[src/rtl/fp_pkg.sv]
// Shared definitions for the floating-point adder: FSM states, flag positions,
// default format and operand class encodings.
package fp_pkg;

   localparam int FP_EXP_W = 8;
   localparam int FP_MAN_W = 23;

   typedef enum logic [2:0] {
      ST_IDLE   = 3'd0,
      ST_UNPACK = 3'd1,
      ST_ALIGN  = 3'd2,
      ST_ADD    = 3'd3,
      ST_NORM   = 3'd4,
      ST_ROUND  = 3'd5,
      ST_DONE   = 3'd6
   } fsm_state_e;

   localparam int FLG_INVALID   = 3;
   localparam int FLG_OVERFLOW  = 2;
   localparam int FLG_UNDERFLOW = 1;
   localparam int FLG_INEXACT   = 0;

   typedef enum logic [2:0] {
      CLS_ZERO = 3'd0,
      CLS_SUB  = 3'd1,
      CLS_NORM = 3'd2,
      CLS_INF  = 3'd3,
      CLS_QNAN = 3'd4,
      CLS_SNAN = 3'd5
   } fp_class_e;

   // Canonical quiet NaN for an exp_w/man_w format, right-aligned in 64 bits.
   function automatic logic [63:0] fp_qnan(input int exp_w, input int man_w);
      logic [63:0] v;
      v = '0;
      for (int i = 0; i < exp_w; i++) v[man_w+i] = 1'b1;
      v[man_w-1] = 1'b1;
      return v;
   endfunction

endpackage

[src/rtl/fpadd_pipe_fsm_if.sv]
// Start/done handshake and operand/result bus of the floating-point adder.
interface fpadd_pipe_fsm_if
   import fp_pkg::*;
#(
   parameter int EXP_W = FP_EXP_W,
   parameter int MAN_W = FP_MAN_W
);
   localparam int W = 1 + EXP_W + MAN_W;

   logic         start;
   logic [W-1:0] a;
   logic [W-1:0] b;
   logic         sub;
   logic [W-1:0] sum;
   logic         done;
   logic         busy;
   logic [3:0]   flags;

   modport master (output start, a, b, sub, input sum, done, busy, flags);
   modport slave  (input start, a, b, sub, output sum, done, busy, flags);

endinterface

[src/rtl/fp_lzc.sv]
// Leading-zero counter; an all-zero input reports WIDTH.
module fp_lzc #(
   parameter int WIDTH = 28,
   parameter int CW    = $clog2(WIDTH + 1)
) (
   input  logic [WIDTH-1:0] data_i,
   output logic [CW-1:0]    count_o
);

   always_comb begin
      count_o = CW'(WIDTH);
      for (int i = 0; i < WIDTH; i++) begin
         if (data_i[i]) count_o = CW'(WIDTH - 1 - i);
      end
   end

endmodule

[src/rtl/fpadd_pipe_fsm.sv]
// Multi-cycle IEEE-754 adder/subtractor, one operation in flight, RNE rounding,
// subnormal support and exception flags.
module fpadd_pipe_fsm
   import fp_pkg::*;
#(
   parameter int EXP_W = FP_EXP_W,
   parameter int MAN_W = FP_MAN_W
) (
   input logic             clk,
   input logic             reset,
   fpadd_pipe_fsm_if.slave bus
);

   localparam int W       = 1 + EXP_W + MAN_W;
   localparam int BIAS    = 2**(EXP_W-1) - 1;
   localparam int EXP_MAX = 2*BIAS + 1;
   localparam int SW      = MAN_W + 1;
   localparam int FW      = MAN_W + 4;
   localparam int AW      = MAN_W + 5;
   localparam int SH_MAX  = MAN_W + 3;
   localparam int LZW     = $clog2(AW + 1);
   localparam logic [63:0]  QNAN64 = fp_qnan(EXP_W, MAN_W);
   localparam logic [W-1:0] QNAN   = QNAN64[W-1:0];

   function automatic fp_class_e classify(input logic [EXP_W-1:0] e, input logic [MAN_W-1:0] f);
      if (e == '0) return (f == '0) ? CLS_ZERO : CLS_SUB;
      if (e == {EXP_W{1'b1}}) begin
         if (f == '0) return CLS_INF;
         return f[MAN_W-1] ? CLS_QNAN : CLS_SNAN;
      end
      return CLS_NORM;
   endfunction

   fsm_state_e       state_q, state_d;
   logic [W-1:0]     sum_q, sum_d;
   logic [3:0]       flags_q, flags_d;
   logic             accept;
   logic [W-1:0]     opa_q, opb_q;

   logic             sa, sb;
   logic [EXP_W-1:0] ea, eb;
   logic [MAN_W-1:0] fa, fb;
   fp_class_e        ca, cb;
   logic             special_w, spec_inv_w;
   logic [W-1:0]     spec_sum_w;
   logic             sgn_a_q, sgn_b_q;
   logic [EXP_W-1:0] exp_a_q, exp_b_q;
   logic [SW-1:0]    sig_a_q, sig_b_q;

   logic             a_big;
   logic [EXP_W-1:0] exp_sml;
   logic [SW-1:0]    sig_sml;
   logic [FW-1:0]    sml_ext, lost;
   logic [31:0]      d_w;
   logic             sign_al_d, sign_al_q, eff_sub_d, eff_sub_q;
   logic [EXP_W-1:0] exp_al_d, exp_al_q;
   logic [FW-1:0]    big_d, big_q, sml_d, sml_q;

   logic             sign_ad_d, sign_ad_q;
   logic [EXP_W-1:0] exp_ad_q;
   logic [AW-1:0]    add_d, add_q;

   logic [LZW-1:0]   lz_w;
   logic [31:0]      sh_w, lim_w;
   logic [EXP_W:0]   nexp_d, nexp_q;
   logic [FW-1:0]    nsig_d, nsig_q;
   logic             sign_nm_q;

   logic [SW-1:0]    mant_w;
   logic             rup_w, hid_w, inexact_w;
   logic [SW:0]      mr_w;
   logic [MAN_W-1:0] frac_w;
   logic [EXP_W:0]   expf_w;
   logic [W-1:0]     rnd_sum_w;
   logic [3:0]       rnd_flags_w;

   assign bus.sum   = sum_q;
   assign bus.flags = flags_q;
   assign bus.done  = (state_q == ST_DONE);
   assign bus.busy  = (state_q != ST_IDLE) && (state_q != ST_DONE);

   // UNPACK: classify operands and resolve special cases
   always_comb begin
      sa = opa_q[W-1];  ea = opa_q[W-2:MAN_W];  fa = opa_q[MAN_W-1:0];
      sb = opb_q[W-1];  eb = opb_q[W-2:MAN_W];  fb = opb_q[MAN_W-1:0];
      ca = classify(ea, fa);
      cb = classify(eb, fb);
      special_w  = 1'b1;
      spec_inv_w = 1'b0;
      spec_sum_w = QNAN;
      if (ca inside {CLS_QNAN, CLS_SNAN} || cb inside {CLS_QNAN, CLS_SNAN}) begin
         spec_inv_w = (ca == CLS_SNAN) || (cb == CLS_SNAN);
      end else if (ca == CLS_INF && cb == CLS_INF && sa != sb) begin
         spec_inv_w = 1'b1;
      end else if (ca == CLS_INF) begin
         spec_sum_w = opa_q;
      end else if (cb == CLS_INF) begin
         spec_sum_w = opb_q;
      end else if (ca == CLS_ZERO && cb == CLS_ZERO) begin
         spec_sum_w = {sa & sb, {(W-1){1'b0}}};
      end else if (ca == CLS_ZERO) begin
         spec_sum_w = opb_q;
      end else if (cb == CLS_ZERO) begin
         spec_sum_w = opa_q;
      end else begin
         special_w = 1'b0;
      end
   end

   // ALIGN: larger magnitude becomes A; smaller shifted right with sticky
   always_comb begin
      a_big     = (exp_a_q > exp_b_q) || (exp_a_q == exp_b_q && sig_a_q >= sig_b_q);
      sign_al_d = a_big ? sgn_a_q : sgn_b_q;
      exp_al_d  = a_big ? exp_a_q : exp_b_q;
      big_d     = {(a_big ? sig_a_q : sig_b_q), 3'b000};
      exp_sml   = a_big ? exp_b_q : exp_a_q;
      sig_sml   = a_big ? sig_b_q : sig_a_q;
      eff_sub_d = sgn_a_q ^ sgn_b_q;
      d_w = 32'(exp_al_d) - 32'(exp_sml);
      if (d_w > 32'(SH_MAX)) d_w = 32'(SH_MAX);
      sml_ext  = {sig_sml, 3'b000};
      lost     = sml_ext & ((FW'(1) << d_w) - FW'(1));
      sml_d    = sml_ext >> d_w;
      sml_d[0] = sml_d[0] | (|lost);
   end

   // ADD: magnitude add/subtract; exact cancellation yields +0
   always_comb begin
      add_d     = eff_sub_q ? ({1'b0, big_q} - {1'b0, sml_q}) : ({1'b0, big_q} + {1'b0, sml_q});
      sign_ad_d = (eff_sub_q && add_d == '0) ? 1'b0 : sign_al_q;
   end

   fp_lzc #(.WIDTH(AW), .CW(LZW)) u_lzc (.data_i(add_q), .count_o(lz_w));

   // NORM: bit AW-1 is the carry, bit AW-2 the hidden position
   always_comb begin
      sh_w  = 32'(lz_w) - 32'd1;
      lim_w = 32'(exp_ad_q) - 32'd1;
      if (add_q[AW-1]) begin
         nsig_d = {add_q[AW-1:2], |add_q[1:0]};
         nexp_d = {1'b0, exp_ad_q} + (EXP_W+1)'(1);
      end else begin
         if (sh_w > lim_w) sh_w = lim_w;
         nsig_d = FW'(add_q << sh_w);
         nexp_d = (EXP_W+1)'(32'(exp_ad_q) - sh_w);
      end
   end

   // ROUND: nearest-even on G/R/S, then overflow/underflow classification
   always_comb begin
      mant_w    = nsig_q[FW-1:3];
      inexact_w = |nsig_q[2:0];
      rup_w     = nsig_q[2] & (nsig_q[1] | nsig_q[0] | nsig_q[3]);
      mr_w      = {1'b0, mant_w} + (SW+1)'(rup_w);
      hid_w     = mr_w[SW] | mr_w[SW-1];
      frac_w    = mr_w[SW] ? mr_w[SW-1:1] : mr_w[SW-2:0];
      expf_w    = nexp_q + (EXP_W+1)'(mr_w[SW]);
      rnd_flags_w = '0;
      rnd_flags_w[FLG_INEXACT] = inexact_w;
      if (hid_w && expf_w >= (EXP_W+1)'(EXP_MAX)) begin
         rnd_sum_w = {sign_nm_q, {EXP_W{1'b1}}, {MAN_W{1'b0}}};
         rnd_flags_w[FLG_OVERFLOW] = 1'b1;
         rnd_flags_w[FLG_INEXACT]  = 1'b1;
      end else begin
         rnd_sum_w = {sign_nm_q, (hid_w ? expf_w[EXP_W-1:0] : {EXP_W{1'b0}}), frac_w};
         rnd_flags_w[FLG_UNDERFLOW] = ~hid_w & inexact_w;
      end
   end

   always_comb begin
      state_d = state_q;
      sum_d   = sum_q;
      flags_d = flags_q;
      accept  = 1'b0;
      case (state_q)
         ST_IDLE, ST_DONE: begin
            if (bus.start) begin
               accept  = 1'b1;
               flags_d = '0;
               state_d = ST_UNPACK;
            end
         end
         ST_UNPACK: begin
            if (special_w) begin
               sum_d   = spec_sum_w;
               flags_d = '0;
               flags_d[FLG_INVALID] = spec_inv_w;
               state_d = ST_DONE;
            end else begin
               state_d = ST_ALIGN;
            end
         end
         ST_ALIGN: state_d = ST_ADD;
         ST_ADD:   state_d = ST_NORM;
         ST_NORM:  state_d = ST_ROUND;
         ST_ROUND: begin
            sum_d   = rnd_sum_w;
            flags_d = rnd_flags_w;
            state_d = ST_DONE;
         end
         default:  state_d = ST_IDLE;
      endcase
   end

   always_ff @(posedge clk or negedge reset) begin
      if (!reset) begin
         state_q <= ST_IDLE;
         sum_q   <= '0;
         flags_q <= '0;
      end else begin
         state_q <= state_d;
         sum_q   <= sum_d;
         flags_q <= flags_d;
      end
   end

   always_ff @(posedge clk) begin
      if (accept) begin
         opa_q <= bus.a;
         opb_q <= bus.b ^ {bus.sub, {(W-1){1'b0}}};
      end
      case (state_q)
         ST_UNPACK: begin
            sgn_a_q <= sa;
            sgn_b_q <= sb;
            exp_a_q <= (ea == '0) ? EXP_W'(1) : ea;
            exp_b_q <= (eb == '0) ? EXP_W'(1) : eb;
            sig_a_q <= {ea != '0, fa};
            sig_b_q <= {eb != '0, fb};
         end
         ST_ALIGN: begin
            sign_al_q <= sign_al_d;
            eff_sub_q <= eff_sub_d;
            exp_al_q  <= exp_al_d;
            big_q     <= big_d;
            sml_q     <= sml_d;
         end
         ST_ADD: begin
            sign_ad_q <= sign_ad_d;
            exp_ad_q  <= exp_al_q;
            add_q     <= add_d;
         end
         ST_NORM: begin
            sign_nm_q <= sign_ad_q;
            nexp_q    <= nexp_d;
            nsig_q    <= nsig_d;
         end
         default: ;
      endcase
   end

endmodule
[src/flat_wrapper.sv]
// flat-port wrapper written by rule: the top's interface ports become plain ports
module fpadd_pipe_fsm_flat import fp_pkg::*;
#(
   parameter int EXP_W = FP_EXP_W,
   parameter int MAN_W = FP_MAN_W
)
  (clk, reset, bus_start, bus_a, bus_b, bus_sub, bus_sum, bus_done, bus_busy, bus_flags);
  fpadd_pipe_fsm_if #(.EXP_W(EXP_W), .MAN_W(MAN_W)) bus_i ();
  input logic clk;
  input logic reset;
  input wire logic [$bits(bus_i.start)-1:0] bus_start;
  input wire logic [$bits(bus_i.a)-1:0] bus_a;
  input wire logic [$bits(bus_i.b)-1:0] bus_b;
  input wire logic [$bits(bus_i.sub)-1:0] bus_sub;
  output wire logic [$bits(bus_i.sum)-1:0] bus_sum;
  output wire logic [$bits(bus_i.done)-1:0] bus_done;
  output wire logic [$bits(bus_i.busy)-1:0] bus_busy;
  output wire logic [$bits(bus_i.flags)-1:0] bus_flags;
  assign bus_i.start = bus_start;
  assign bus_i.a = bus_a;
  assign bus_i.b = bus_b;
  assign bus_i.sub = bus_sub;
  assign bus_sum = bus_i.sum;
  assign bus_done = bus_i.done;
  assign bus_busy = bus_i.busy;
  assign bus_flags = bus_i.flags;
  fpadd_pipe_fsm #(.EXP_W(EXP_W), .MAN_W(MAN_W)) u_core (.clk(clk), .reset(reset), .bus(bus_i));
endmodule
[config.mk]
export PLATFORM = sky130hd
export DESIGN_NAME = fpadd_pipe_fsm_flat
export DESIGN_NICKNAME = d
export VERILOG_FILES = /design/src/rtl/fp_pkg.sv /design/src/rtl/fpadd_pipe_fsm_if.sv /design/src/rtl/fp_lzc.sv /design/src/rtl/fpadd_pipe_fsm.sv /design/src/flat_wrapper.sv
export SDC_FILE = /design/constraint.sdc
export NUM_CORES = 1
export LEC_CHECK = 0
export CAP_MARGIN = 20
export CORE_MARGIN = 5
export CORE_UTILIZATION = 65
export CTS_CLUSTER_SIZE = 10
export DETAILED_ROUTE_END_ITERATION = 10
export MAX_ROUTING_LAYER = met4
export PLACE_DENSITY = 0.85
export SYNTH_ARGS = -nofsm -noshare
export SYNTH_HDL_FRONTEND = slang
export SYNTH_HIERARCHICAL = 1
export SYNTH_SLANG_ARGS = --single-unit
[constraint.sdc]
create_clock -name clk -period 12.3 [get_ports clk]
set_input_delay 2.46 -clock clk [delete_from_list [all_inputs] [get_ports clk]]
set_output_delay 2.46 -clock clk [all_outputs]
set_load 0.005 [all_outputs]
==> results of run 1 <==
==> power groups by stage <==
stage	sequential [mW]	clock (mW)	combinational [mW]
3_5_place_dp	1.98	0	4.23
2_1_floorplan	1.88	0	3.08
4_1_cts	1.97	1.10	4.27
5_1_grt	2.01	1.14	4.73
6_report	1.98	1.09	4.43
3_3_place_gp	1.95	0	4.16
==> metrics by stage <==
stage          cells  cell area [um^2]  worst slack [ns]  utilization, %
2_1_floorplan   2084             20200              5.53               -
3_3_place_gp    2496             21500              4.86            70.1
3_5_place_dp    2496             21500              4.55            70.1
4_1_cts         2558             22700              4.49            74.0
5_1_grt         2563             22700              4.52            74.1
6_report        2563             22700              4.98            74.1
==> layout by cell type, fill, tap and decap left out, types with 28 or more instances in the layout <==
cell type,n
a22o_1,31
nand2b_1,28
a21oi_1,128
ha_1,108
nor4_1,28
inv_1,126
xnor2_1,49
nand3_1,39
mux2i_1,88
nor3_1,48
clkdlybuf4s50_1,104
xor2_1,29
nand2_1,243
nor2_1,138
clkbuf_16,39
dfrtp_1,39
edfxtp_1,265
o21ai_0,134
==> flip-flops by register name (all words and copies together) (netlist names), 9 cells and up <==
signal,cells
u_core/opb_q,32
u_core/sig_b_q,24
u_core/add_q,28
u_core/nsig_q,27
u_core/bus.sum,32
u_core/sml_q,27
u_core/big_q,24
u_core/opa_q,32
u_core/sig_a_q,24
u_core/nexp_q,9
==> cells by family (layout without fill, tap and decap cells) <==
kind of cell / after synthesis / count (layout) / share of synthesized area [%]
adder cells (fa/ha/maj): 110 / 110 / 6.89
other: 0 / 3 / 0
multiplexers: 110 / 110 / 5.78
AND/OR/NAND/NOR: 652 / 652 / 15.3
buffers and inverters: 237 / 317 / 4.71
flip-flops: 304 / 304 / 44.2
XOR/XNOR: 79 / 79 / 3.46
AO/OA/AOI/OAI: 592 / 592 / 19.6
==> final cells by class <==
cell class | count | share of cell area [%]
Sequential cell | 304 | 39.3
Antenna cell | 3 | 0.0330
Timing Repair Buffer | 129 | 5.48
Tap cell | 396 | 2.18
Inverter | 126 | 2.08
Clock inverter | 11 | 0.743
Clock buffer | 51 | 4.53
Multi-Input combinational cell | 1543 | 45.7
==> worst paths after layout <==
path                                    start            endpoint  slack, ns  depth (start not counted)
setup / recovery              u_core/add_q[0]    u_core/nexp_q[8]       4.98                         29
hold / removal             u_core/exp_al_q[0]  u_core/exp_ad_q[0]       0.42                          0
setup reg to reg              u_core/add_q[0]    u_core/nexp_q[8]       4.98                         29
hold reg to reg            u_core/exp_al_q[0]  u_core/exp_ad_q[0]       0.42                          0
max in group asynchronous               reset  u_core/bus.sum[31]       9.72                          1
min in group asynchronous               reset   u_core/bus.sum[7]       2.04                          1
==> metal layers <==
metal	GRT usage (%)	share of wire (%)
met4	14.9	5.3
met5	-	0
met1	49.9	40
met2	53.0	44
met3	5.18	11
==> worst max-delay path: cells and delay by family (launching register included) <==
kind                       cells  cell delay (ns)
and+or+nand+nor                4             1.50
xor gates and xnor gates       1             0.08
muxes                          1             0.45
DFF                            1             0.54
adders and majority gates      3             0.94
buffers and inverters          4             0.47
AOI/OAI and AO/OA             16             3.06
==> metrics.txt, run 1 <==
drt pass-1 iters=6; Clock Power Share=approximately 15%; Synth async-reset ratio=between 10% and 20%; Yosys warnings=6; hold_buf cts=0; main area contributors after synthesis=edfxtp_1 39%, ha_1 6.7%, dfrtp_1 4.8%, nand2_1 4.5%, mux2i_1 4.5%; GPL Wtd Cong=approximately 1.1; post-synth cell types=97; clk buf depth=3; global-route wire length before repair=~96 mm; CTS tree=done; Resize count post-CTS=0; Final Cycle Share=59.5%; max-cap violations=0; Port Buf Inserts=roughly 110; P_sw=around 3.6 mW; Slew Limit Fails=0; most frequent cell after synthesis=edfxtp_1; worst rel slew slack=26.0%; Syn Inst Count=roughly 2100; clk_lat worst skew=0.55 ns; die area=about 35000 um^2; Synth area leader=edfxtp_1; nets=2321; EDFF count, synth=about 270; DIE HEIGHT=186 um; Via density=between 6 and 7; Commonest cells post-synth=265 x edfxtp_1, 243 x nand2_1, 139 x nor2_1; worst path arrival time=between 7 and 8 ns; CTS Buf Count=39; unrepaired setup endpoints after global routing=no; footprint of the multi-input gates=just over 10000 um^2; Net Sw Frac=approximately half; Post-route DRC=0; setup TNS=0 ns; crit-path most repeated cell=o21a_1; Critical Path Fanout Max=28; DR iter-0 viols=about 2800; Cell Rows=64; slew at the pin closest to its max-slew limit=about 1.1 ns; crit-path max cell delay=around 0.76 ns; layout cells sized above 1=roughly 6.1%; total power=7.50 mW; mapped cell area=a little over 20000 um^2; register area share after synthesis=44.2%; Setup violations, final=0; Seq pwr share=approximately a quarter; Vias=between 15000 and 20000; DP Wirelength=between 40 and 50 mm; Final Hold Viols=0; pin count of the biggest net entering global routing=96; Filler Cell Count=approximately 2100; hold crit path type=flip-flop to flip-flop; Primary FF master, synth=edfxtp_1; Fmax=around 140 MHz; Mean Syn Cell Area=around 9.7 um^2; Min Clock Period, post-route=7.32 ns; Crit Path Class=flip-flop to flip-flop; mean routed wirelength per cell=approximately 25 um; CP max stage cell=nor4_1; syn_nets=2262; global-route usage over all layers=around 36%; clock-pin slew on the worst setup and hold paths=approximately 0.06 ns; Comb power frac=59.0%; I/O pin count=roughly 110; post-route ant nets=0; Post-CTS Setup Inserts=0; CP endpoint kind=flip-flop; Core Footprint=~31000 um^2; area fraction of the dominant cell type after synthesis=between 30 and 40%; Setup crit start kind=flip-flop; # clock sinks=roughly 300; Req. time, crit path=approximately 13 ns; total global routing overflow=0; Layout area overhead=12.5%; vias in the first global route=16600; initial antenna violation count=3; Root Buffer Master=clkbuf_16; peak supply drop=roughly 0.00031 V; Pint=between 3 and 4 mW; die width=186 um; initial core utilization=between 60 and 70%; register bit total from synthesis=304; outcome=complete, no violations; FF+latch area=~9000 um^2; CTS H-tree lvls=2; Final Skew=around 0.022 ns; Lkg Pwr=approximately 8.7 nW; final WL=63.3 mm; pwr/cell area=between 300 and 400 nW/um^2; Min Hold Slack=between 0.4 and 0.5 ns
(Power assumes the default switching activity.)
==> run 2, diff against run 1 <==
Settings changed: CORE_UTILIZATION 65 to 62, PLACE_DENSITY 0.85 to 0.82.
Clock period 12.3 ns to 7.6 ns, I/O delays scaled along.
==> run 2 against run 1 <==
Net effect:
- power grew 60%
- flip-flop and latch count is the same
- largest power group unchanged
- core utilization shrank 4.1 points
- critical path depth shrank 10
- register-to-register slack lost 4.2 ns
- non-clock buffer count grew 7
- largest cell class unchanged
- cell area shrank 0.26%
- die area grew 4.6%
==> metrics.txt, run 2 (synthesized netlist as in run 1, its figures left out) <==
final cell count without fillers=approximately 2600; Min Hold Slack=roughly 0.43 ns; Reg-to-Reg Start=u_core/sig_a_q[19]; worst path arrival time=between 7 and 8 ns; hold_buf cts=0; clock-pin slew on the worst setup and hold paths=0.06 ns; crit-path max cell delay=0.87 ns; Post-DP Area=21600 um^2; Lkg Pwr=roughly 8.6 nW; Cell Rows=66; Pint=~6 mW; CP top delay family=simple AND/OR/NAND/NOR gates; worst path cell trace=ha_1 > and2_1 > nand4_1 > or4_1 > nor3_2 > o21a_4 > mux2i_1 > ha_1 > inv_1 > o211ai_1 > xnor2_1 > nand2b_1 > a31o_1 > nor3_4 > a311oi_1 > mux2i_4 > nor2_2 > o31a_1 > a222oi_1; CTS tree=done; # clock sinks=just over 300; pwr/cell area=528 nW/um^2; Inst Count DP=between 2000 and 3000; die area=36300 um^2; Buffers & Inverters on Critical Path=1; Post-route DRC=0; hold crit path type=flip-flop to flip-flop; post-route ant nets=0; slew at the pin closest to its max-slew limit=~1.1 ns; mean routed wirelength per cell=between 20 and 25 um; Root Buffer Master=clkbuf_16; setup TNS=0 ns; Via density=a little under 7; peak supply drop=around 0.00053 V; Hold Path Cell Cnt=0; clk buf depth=3; Vias=between 15000 and 20000; DR iter-0 viols=roughly 2600; Slew Limit Fails=0; Final Hold Viols=0; drt pass-1 iters=7; R2R setup slack=0.75 ns; R2R depth=19; Post-CTS Setup Inserts=0; worst rel slew slack=approximately 26%; P_sw=5.81 mW; initial antenna violation count=3; DIE HEIGHT=about 190 um; RR Endpoint=u_core/sml_q[2]; vias in the first global route=between 15000 and 20000; initial core utilization=between 60% and 70%; Worst Hold Launch=u_core/exp_al_q[0]; CTS H-tree lvls=2; Min Clock Period, post-route=6.85 ns; Final Skew=roughly 0.028 ns; worst hold endpoint=u_core/exp_ad_q[0]; Resize count post-CTS=0; Critical Path Fanout Max=42; Clock Power Share=between 10% and 20%; GPL Wtd Cong=1.08; global-route wire length before repair=between 90 and 100 mm; unrepaired setup endpoints after global routing=no; Req. time, crit path=a little under 8 ns; Setup violations, final=0; layout cells sized above 1=slightly below 6%; Core Footprint=between 30000 and 40000 um^2; clk_lat worst skew=around 0.53 ns; CP endpoint kind=flip-flop; max-cap violations=0; Final Instance Area=between 20000 and 25000 um^2; DP Wirelength=about 47 mm; Place WS=between 0.8 and 0.9 ns; nets=roughly 2300; global-route usage over all layers=between 30% and 40%; final WL=roughly 63 mm; crit-path most repeated cell=ha_1; most frequent cells in the layout=265 x edfxtp_1, 243 x nand2_1, 138 x nor2_1; pin count of the biggest net entering global routing=76; CTS Buf Count=37; Layout area overhead=12.2%; die width=191 um; Setup crit start kind=flip-flop; Fmax=about 150 MHz; outcome=complete, no violations; Crit Path Class=flip-flop to flip-flop; Net Sw Frac=approximately 49%; Comb power frac=about three fifths; Seq pwr share=roughly 27%; post-route setup slack=approximately 0.75 ns; CP max stage cell=nor3_4; Final Cycle Share=between 90% and 100%; I/O pin count=106; leading cell type in the layout, fill and taps excluded=edfxtp_1; Port Buf Inserts=roughly 110; total global routing overflow=0
## run 2: final cells by class
cell class | count | area [um^2]
flip-flops and latches | 304 | 8930
clock inverters | 6 | 56.3
repair buffers | 136 | 1290
inverters | 126 | 473
diodes | 2 | 5.00
clock buffers | 50 | 996
multi-input cells | 1543 | 10400
well taps | 442 | 553
fillers | 2395 | 9690
## run 2: how the worst max path moves through the flow
stage | start | endpoint | slack (ns) | depth (start not counted)
detailed placement | u_core/add_q[7] | u_core/nexp_q[8] | 0.88 | 34
finish | u_core/sig_a_q[19] | u_core/sml_q[2] | 0.75 | 19
global placement | u_core/sig_a_q[19] | u_core/sml_q[1] | 1.12 | 19
global route | u_core/add_q[7] | u_core/nexp_q[8] | 0.36 | 34
CTS | u_core/add_q[7] | u_core/nexp_q[8] | 0.85 | 34
floorplan | u_core/add_q[3] | u_core/nexp_q[8] | 0.83 | 33
## run 2: stage by stage
step / util (%) / total power, mW
2_1_floorplan: - / 8.03
3_3_place_gp: 66.8 / 9.98
3_5_place_dp: 66.8 / 10.1
4_1_cts: 70.0 / 11.7
5_1_grt: 70.1 / 12.6
6_report: 70.1 / 12.0
## run 2: power groups by stage
| stage | sequential (mW) | combinational (mW) | clock (mW) |
|---|---|---|---|
| 6_report | 3.27 | 7.12 | 1.57 |
| 5_1_grt | 3.32 | 7.63 | 1.66 |
| 4_1_cts | 3.24 | 6.90 | 1.58 |
| 3_5_place_dp | 3.26 | 6.85 | 0 |
| 3_3_place_gp | 3.24 | 6.74 | 0 |
| 2_1_floorplan | 3.05 | 4.98 | 0 |
## run 2: routing by layer
layer	part of all wire, %	GRT usage, %
met2	45	53.8
met3	11	5.16
met4	4.2	11.7
met5	0	-
met1	40	47.5
